<file path="src/rtl/mult_pkg.sv">
// Shared constants for the fixed-point multiplier pipeline (MULT_SAT_EN consumers use the limits).
// Latency: n/a, no logic.
// Backpressure: n/a.
package mult_pkg;

  localparam int ROUND_TRUNC   = 0;
  localparam int ROUND_HALF_UP = 1;

  // Representable range of a WIDTH-bit two's-complement lane, evaluated in 64 bits.
  function automatic longint sat_hi(input int width);
    return (longint'(1) <<< (width - 1)) - 1;
  endfunction

  function automatic longint sat_lo(input int width);
    return -(longint'(1) <<< (width - 1));
  endfunction

endpackage

</file>
<file path="src/rtl/mult_lane.sv">
// One lane: signed fixed-point multiply, optional round, shift, overflow detect, wrap or clamp (MULT_SAT_EN).
// Latency: STAGES cycles; product registered in stage 1, plain delay registers after, scaling in the final stage.
// Backpressure: every register holds while en is low.
module mult_lane
  import mult_pkg::*;
#(
  parameter int WIDTH      = 16,
  parameter int FRAC_WIDTH = 8,
  parameter int STAGES     = 2,
  parameter int ROUND      = ROUND_TRUNC
) (
  input  logic                    clk,
  input  logic                    rst_n,
  input  logic                    en,
  input  logic signed [WIDTH-1:0] a,
  input  logic signed [WIDTH-1:0] b,
  output logic        [WIDTH-1:0] result,
  output logic                    ovf
);

  localparam int PW      = 2 * WIDTH;
  localparam int SW      = PW + 1;  // one bit of headroom for the rounding addend
  localparam int RND_POS = (FRAC_WIDTH > 0) ? FRAC_WIDTH - 1 : 0;

  localparam logic signed [SW-1:0] LIM_HI  = SW'(sat_hi(WIDTH));
  localparam logic signed [SW-1:0] LIM_LO  = SW'(sat_lo(WIDTH));
  localparam logic signed [SW-1:0] RND_ADD =
      (ROUND == ROUND_HALF_UP && FRAC_WIDTH > 0) ? (SW'(1) <<< RND_POS) : '0;

  logic signed [PW-1:0]    prod_c;
  logic signed [PW-1:0]    prod_fin;
  logic signed [SW-1:0]    rounded;
  logic signed [SW-1:0]    scaled;
  logic                    ovf_c;
  logic        [WIDTH-1:0] res_c;

  assign prod_c = PW'(a) * PW'(b);

  if (STAGES == 1) begin : g_single
    assign prod_fin = prod_c;
  end else begin : g_multi
    logic signed [PW-1:0] prod_q [STAGES-1];

    always_ff @(posedge clk) begin
      if (en) begin
        prod_q[0] <= prod_c;
        for (int s = 1; s < STAGES - 1; s++) begin
          prod_q[s] <= prod_q[s-1];
        end
      end
    end

    assign prod_fin = prod_q[STAGES-2];
  end

  always_comb begin
    rounded = SW'(prod_fin) + RND_ADD;
    scaled  = rounded >>> FRAC_WIDTH;
    ovf_c   = (scaled > LIM_HI) || (scaled < LIM_LO);
    res_c   = scaled[WIDTH-1:0];
`ifdef MULT_SAT_EN
    if (ovf_c) begin
      res_c = scaled[SW-1] ? LIM_LO[WIDTH-1:0] : LIM_HI[WIDTH-1:0];
    end
`endif
  end

  always_ff @(posedge clk or negedge rst_n) begin
    if (!rst_n) begin
      result <= '0;
      ovf    <= 1'b0;
    end else if (en) begin
      result <= res_c;
      ovf    <= ovf_c;
    end
  end

endmodule

</file>
<file path="src/rtl/mult_pipe.sv">
// LANES-wide signed fixed-point multiplier with a shared valid/ready handshake (MULT_SAT_EN: clamp on overflow).
// Latency: STAGES cycles per beat plus one per stall cycle; one beat per cycle when out_ready stays high.
// Backpressure: stall-all; in_ready = out_ready || !out_valid, combinational, independent of in_valid.
module mult_pipe
  import mult_pkg::*;
#(
  parameter int WIDTH      = 16,
  parameter int FRAC_WIDTH = 8,
  parameter int LANES      = 1,
  parameter int STAGES     = 2,
  parameter int ROUND      = ROUND_TRUNC
) (
  input  logic                   clk,
  input  logic                   rst_n,
  input  logic                   in_valid,
  output logic                   in_ready,
  input  logic [LANES*WIDTH-1:0] op_a,
  input  logic [LANES*WIDTH-1:0] op_b,
  output logic                   out_valid,
  input  logic                   out_ready,
  output logic [LANES*WIDTH-1:0] result,
  output logic [LANES-1:0]       ovf
);

  logic              adv;
  logic [STAGES-1:0] vld_q;

  // A bubble may be overwritten even when downstream is not ready.
  assign adv       = out_ready || !out_valid;
  assign in_ready  = adv;
  assign out_valid = vld_q[STAGES-1];

  always_ff @(posedge clk or negedge rst_n) begin
    if (!rst_n) begin
      vld_q <= '0;
    end else if (adv) begin
      vld_q[0] <= in_valid;
      for (int s = 1; s < STAGES; s++) begin
        vld_q[s] <= vld_q[s-1];
      end
    end
  end

  for (genvar i = 0; i < LANES; i++) begin : g_lane
    mult_lane #(
      .WIDTH      (WIDTH),
      .FRAC_WIDTH (FRAC_WIDTH),
      .STAGES     (STAGES),
      .ROUND      (ROUND)
    ) u_lane (
      .clk    (clk),
      .rst_n  (rst_n),
      .en     (adv),
      .a      (op_a[i*WIDTH +: WIDTH]),
      .b      (op_b[i*WIDTH +: WIDTH]),
      .result (result[i*WIDTH +: WIDTH]),
      .ovf    (ovf[i])
    );
  end

endmodule

</file>
<file path="config.mk">
export PLATFORM = sky130hd
export DESIGN_NAME = mult_pipe
export DESIGN_NICKNAME = d
export VERILOG_FILES = /design/src/rtl/mult_pkg.sv /design/src/rtl/mult_lane.sv /design/src/rtl/mult_pipe.sv
export SDC_FILE = /design/constraint.sdc
export NUM_CORES = 1
export LEC_CHECK = 0
export CAP_MARGIN = 20
export CORE_MARGIN = 2
export CORE_UTILIZATION = 30
export CTS_CLUSTER_DIAMETER = 100
export DETAILED_ROUTE_END_ITERATION = 12
export GPL_TIMING_DRIVEN = 0
export PLACE_DENSITY_LB_ADDON = 0.2
export SYNTH_ARGS = -nofsm -noshare
export SYNTH_HDL_FRONTEND = slang
export SYNTH_HIERARCHICAL = 1
export SYNTH_SLANG_ARGS = --single-unit
</file>
<file path="constraint.sdc">
create_clock -name clk -period 1.8 [get_ports clk]
set_input_delay 0.36 -clock clk [delete_from_list [all_inputs] [get_ports clk]]
set_output_delay 0.36 -clock clk [all_outputs]
set_load 0.02 [all_outputs]
</file>
==> Word level (Yosys, flattened, before mapping) <==
Memories as Yosys holds them, arrays and structs flattened.
Cells that the tools add are included.
{ "totals": {"register_bits": 19, "ramBits": 32, "inputBits": 36, "output_inout_bits": 19, "wordCells": 12, "n_memories": 1} }
{ "op_classes": {"multipliers": 1, "n_lt_le_gt_ge": 2, "mux": 2, "n_reduce_logical": 3} }
{ "memory_table": {"columns": ["memory", "depth", "word_bits", "rd", "rd_clocked_by_memory_dff", "wr", "line_no", "text"], "rows": [
  ["g_lane[0].u_lane.g_multi.prod_q", 1, 32, 1, 0, 1, "mult_lane.sv:42", "logic signed [PW-1:0] prod_q [STAGES-1];"]
]} }
{ "op_table": {"columns": ["op", "n"], "rows": [
  ["16-bit by 16-bit multiplier with 32-bit output", 1],
  ["24-bit by 16-bit greater-than comparator with 1-bit output, second input constant", 1],
  ["24-bit by 16-bit less-than comparator with 1-bit output, second input constant", 1],
  ["1-bit logical OR", 2],
  ["1-bit two-way mux", 2],
  ["1-bit zero test", 1]
]} }

==> Logic depth before layout (Yosys ltp) <==
Gate-level depths: netlist (run 1).
{ "logic_depth": {"depth_word": 4, "mapped_depth": 23, "ltp_nobuf": 22} }

==> Cells and area by module <==
Netlist (run 1), hierarchy kept.
{ "by_module_without_submodules": {"columns": ["module", "instances", "cells_each", "area_per_inst_um2", "seq_area_each_um2"], "rows": [
  ["mult_lane", 1, 1183, 11348.4, 1146.1],
  ["mult_pipe", 1, 5, 86.3, 50.0]
]} }

==> Worst setup path before layout (run 1) <==
Ideal clock, no wire load.
{ "synth_timing": {"path_type": "input port to flip-flop", "start": "in op_a[15]", "end": "mem g_lane[0].u_lane/g_multi.prod_q[0][30] (netlist name), data pin", "setup_ns": 0.266, "arrival_time_ns": 5.955, "t_required_ns": 1.534, "path_slack_ns": -4.421, "cell_stages": 19, "n_path_buf": 2, "path_cell_list": "clkbuf_1 > nand2_1 > fa_1 > inv_1 > fa_1 > inv_1 > fa_1 > fa_1 > fa_1 > fa_1 > inv_1 > ha_1 > clkbuf_1 > a21oi_1 > o21ai_0 > a221o_1 > a21oi_1 > o31ai_2 > xor2_1"} }
{ "synth_between": {"elab_chain_len": 1} }
{ "synth_lines": {"columns": ["element", "line_no", "text"], "rows": [
  ["start, declared", "mult_pipe.sv:17", "input logic [LANES*WIDTH-1:0] op_a,"],
  ["16-bit by 16-bit multiplier with 32-bit output", "mult_lane.sv:37", "assign prod_c = PW'(a) * PW'(b);"],
  ["via g_lane[0].u_lane.prod_c[30]", "mult_lane.sv:30", "logic signed [PW-1:0] prod_c;"],
  ["end, declared", "mult_lane.sv:42", null]
]} }
The timed path passes the listed nets, and every way through them passes these cells.

==> Worst setup path in the final report (run 1) <==
{ "layout_timing": {"start": "in op_b[2]", "end": "mem g_lane[0].u_lane/g_multi.prod_q[0][28] (netlist name), data pin"} }
{ "layout_between": {"elab_chain_len": 1} }
{ "layout_lines": {"columns": ["element", "line_no", "text"], "rows": [
  ["start, declared", "mult_pipe.sv:18", "input logic [LANES*WIDTH-1:0] op_b,"],
  ["16-bit by 16-bit multiplier with 32-bit output", "mult_lane.sv:37", null],
  ["via g_lane[0].u_lane.prod_c[28]", "mult_lane.sv:30", null]
]} }
The timed path passes the listed nets, and every way through them passes these cells.

==> results of run 1 <==
[metal layers]
metal / vias to the layer above / wire [microns]
met5: - / 0
met4: 0 / 435
met3: 27 / 989
met2: 140 / 17200
met1: 4419 / 12800
li1: 3817 / -
[kinds of logic (layout without fill, tap and decap cells)]
group,Yosys count,after routing
buf+inv,366,532
fa+ha+maj,340,340
simple gates,317,318
compound gates,75,75
flops,43,43
xor+xnor,29,29
mux,18,18
[cells in the mapped netlist (all sizes together), types with 2 or more instances]
cell type,n,area share
nor2,26,0.0085
o21a,7,0.0046
nand3,8,0.0035
a211oi,3,0.0024
inv,330,0.11
xor2,8,0.0061
and3,4,0.0022
o21ai,12,0.0056
a221oi,2,0.0026
nand4,7,0.0044
a21o,11,0.0072
nand2b,9,0.0058
dfrtp,19,0.042
xnor2,21,0.016
edfxtp,24,0.063
a31oi,2,0.0011
and2,124,0.068
o21bai,2,0.0013
a21oi,21,0.010
a41oi,2,0.0028
fa,261,0.46
nand2,128,0.042
a2111oi,2,0.0037
mux2,17,0.017
nor3,4,0.0022
clkbuf,35,0.011
ha,79,0.086
[worst paths after layout]
check	from	cells past startpoint	to	slack [ps]
setup / recovery	op_b[2]	21	g_lane[0].u_lane/g_multi.prod_q[0][28]$_DFFE_PP_	-3760
hold / removal	g_lane[0].u_lane/g_multi.prod_q[0][18]$_DFFE_PP_	1	g_lane[0].u_lane/result[10]$_DFFE_PN0P_	470
setup reg to reg	vld_q[1]$_DFFE_PN0P_	4	g_lane[0].u_lane/result[3]$_DFFE_PN0P_	320
hold reg to reg	g_lane[0].u_lane/g_multi.prod_q[0][18]$_DFFE_PP_	1	g_lane[0].u_lane/result[10]$_DFFE_PN0P_	470
max in group asynchronous	rst_n	1	g_lane[0].u_lane/result[12]$_DFFE_PN0P_	610
min in group asynchronous	rst_n	1	vld_q[0]$_DFFE_PN0P_	600
[state kept, by name, summed over array words and instances (netlist names)]
| register | flops |
|---|---|
| g_lane.u_lane/g_multi.prod_q | 24 |
| g_lane.u_lane/ovf | 1 |
| g_lane.u_lane/result | 16 |
| vld_q | 2 |
[area by class of cell]
class / count / area share
buffer: 34 / 0.0477
multi-input combinational: 780 / 0.635
clock inverter: 2 / 0.00107
timing repair buffer: 160 / 0.104
inverter: 330 / 0.0822
sequential: 43 / 0.0788
clock buffer: 6 / 0.00915
tap: 511 / 0.0421
[placed cells by master (no fill, tap or decap), types with 5 or more instances in the layout]
master           Yosys  layout
mux2_2              16      16
a21oi_1             18       7
a21oi_2              3       9
fa_2                 0      29
clkbuf_16            0      30
nor2_2               0       7
nor2_1              26      15
nand2_4              0       5
clkdlybuf4s50_1      0      21
buf_8                0       6
inv_1              330     297
and2_4               0      21
buf_12               0      10
dfrtp_1             19      19
fa_1               261     232
a21o_1              11      11
buf_6                0      25
edfxtp_1            24      24
nand2_2              0      12
nand2_1            128     110
nand4_1              6       6
o21ai_0             10       5
a21oi_4              0       5
clkbuf_8             0      17
buf_4                0      85
and2_1             124     103
xor2_1               8       8
nand3_1              8       7
nand2b_1             7       7
o21a_1               7       5
ha_4                 0      19
ha_1                79      56
inv_2                0      30
xnor2_1             21      21
[timing repair]
action	4_1_cts	5_1_grt
pin swaps	94	29
endpoints found under the setup margin	34	26
cloned	10	0
buffers inserted	77	20
resized for setup	343	68
[per-stage QoR]
stage          hold WS [ps]  cells  setup TNS [ps]  utilization  area, sq um
5_1_grt                 495   1866          -85350        0.404        15200
2_1_floorplan          64.4   1188          -77410            -        12100
3_3_place_gp            461   1753         -115660        0.353        13300
6_report                474   1866          -81460        0.404        15200
3_5_place_dp            465   1753         -115940        0.353        13300
4_1_cts                 477   1846          -80680        0.394        14800
==> summary.txt, run 1 <==
Status: finished, violations left
Failing checks: negative setup slack
Drt via density: 4.50
RSZ-0062 raised after global routing: yes
Post-DP HPWL: 25.1 mm
H-tree levels: 2
Area share of fa/ha/maj cells after synthesis: 0.543
Post-synthesis mux area share: 0.0179
Crit-path max cell delay: 600 ps
N_diodes: 0
Mapped cell area: 11,400 sq um
Fin crit period: 5560 ps
Synth-to-layout area growth: 32.7%
Met3 GRT Util: 0.0143
First DRT Iteration DRCs: 344
Busiest layer in global routing: met2
Post-DRT Antenna Nets: 0
Largest net degree at the start of global routing: 20
Clock latency on the worst-skew pair: 280 ps
Met2 Resource Use GR: 0.332
Yosys warnings: 6
Grt total ovfl: 0
Tcrit/Tclk final: 3.09
Avg WL per Cell: 16.9 microns
PnR worst setup slack: -3760 ps
Rel. slew slack: 0.368
Final net count: 1,730
Share of cells above drive strength 1: 0.279
Worst hold-check path type: reg2reg
CP endpoint kind: flip-flop
Post-synth ARST share: 0.442
Core Rows: 71
Initial antenna violation count: 0
Post-synth EDFFs: 24
First-pass GRT wire length: 51.8 mm
Core area: 37,600 sq um
Fmax: 180 MHz
Num CTS Buffers: 5
Die ar.: 39,700 sq um
CTS tree: done
Post-Route WL: 31.4 mm
WS Path Type: in2reg
Slowest CP cell: fa_2
Register area share after synthesis: 0.105
Die Wd: 199 microns
Crit Path Max Fanout: 7
Buffers on Ports: 54
Avg Inst Size Synth: 9.63 sq um
Yosys reg bits: 43
Storage element area: 1200 sq um
Post-route DRC: 0
Pre-antenna DRT Iters: 5
Prevailing post-synth register cell: edfxtp_1
Clock Tree Buf Depth: 2
Setup WS pre-CTS: -4990 ps
Post-Synth XOR/XNOR Area: 0.0222
Net Count, Synth: 1,564
Filler instances: 3,720
Vias in the first global route: 9,589
Largest family of logic cells by synthesized area: adder cells
Simple logic cell fraction of the synthesized area: 0.141
Worst-Margin Slew: 944 ps
Root Driver: clkbuf_16
Crit-path cells: buf_6, clkbuf_16, nand2_4, inv_2, fa_2, buf_6, buf_4, inv_1, fa_2, fa_1, fa_1, fa_1, fa_1, inv_1, ha_4, a21o_1, a21o_1, a22o_4, nor3_4, mux2i_1, a221oi_2
Hold Fails Final Rpt: 0
Post-synthesis compound-gate area fraction: 0.0508
Met1 Use GR: 0.213
Top Family by Delay on Critical Path: adder cells
Initial Util: 0.304
Max-cap violations: 0
# clock sinks: 43
I/O Pins: 55
Gr usage total: 0.172
Area of the multi-input gates: 9630 sq um
Final Max Tran Viols: 0
Worst path most repeated cell: fa_1
Final setup violation count: 24
Die height: 199 microns
Clk slew on worst S/H paths: 60 ps
Cells after synthesis: 1,188
Critical Path Source Type: input port
Vias post-DR: 8,403
Final worst clock skew: 6.59 ps
Arrival time worst endpoint: 5580 ps
Routability cong.: 0.823
Critical path buffers and inverters: 7
CP required: 1820 ps
Hold_buf cts: 0
Synth cell types: 57
Power of run 1 is not shown: default switching activity piles up to over one toggle a cycle in this logic, so the estimate is an artifact.
==> inputs of run 2 (changes only) <==
--- a/config.mk
+++ b/config.mk
@@ -12,6 +12,7 @@
 export DETAILED_ROUTE_END_ITERATION = 12
 export GPL_TIMING_DRIVEN = 0
 export PLACE_DENSITY_LB_ADDON = 0.2
+export SLEW_MARGIN = 20
 export SYNTH_ARGS = -nofsm -noshare
 export SYNTH_HDL_FRONTEND = slang
 export SYNTH_HIERARCHICAL = 1
==> results of run 2 <==
Same layout as run 1: the final DEF is identical, and so are final timing and power.
Power of run 2 is left out for the same reason.
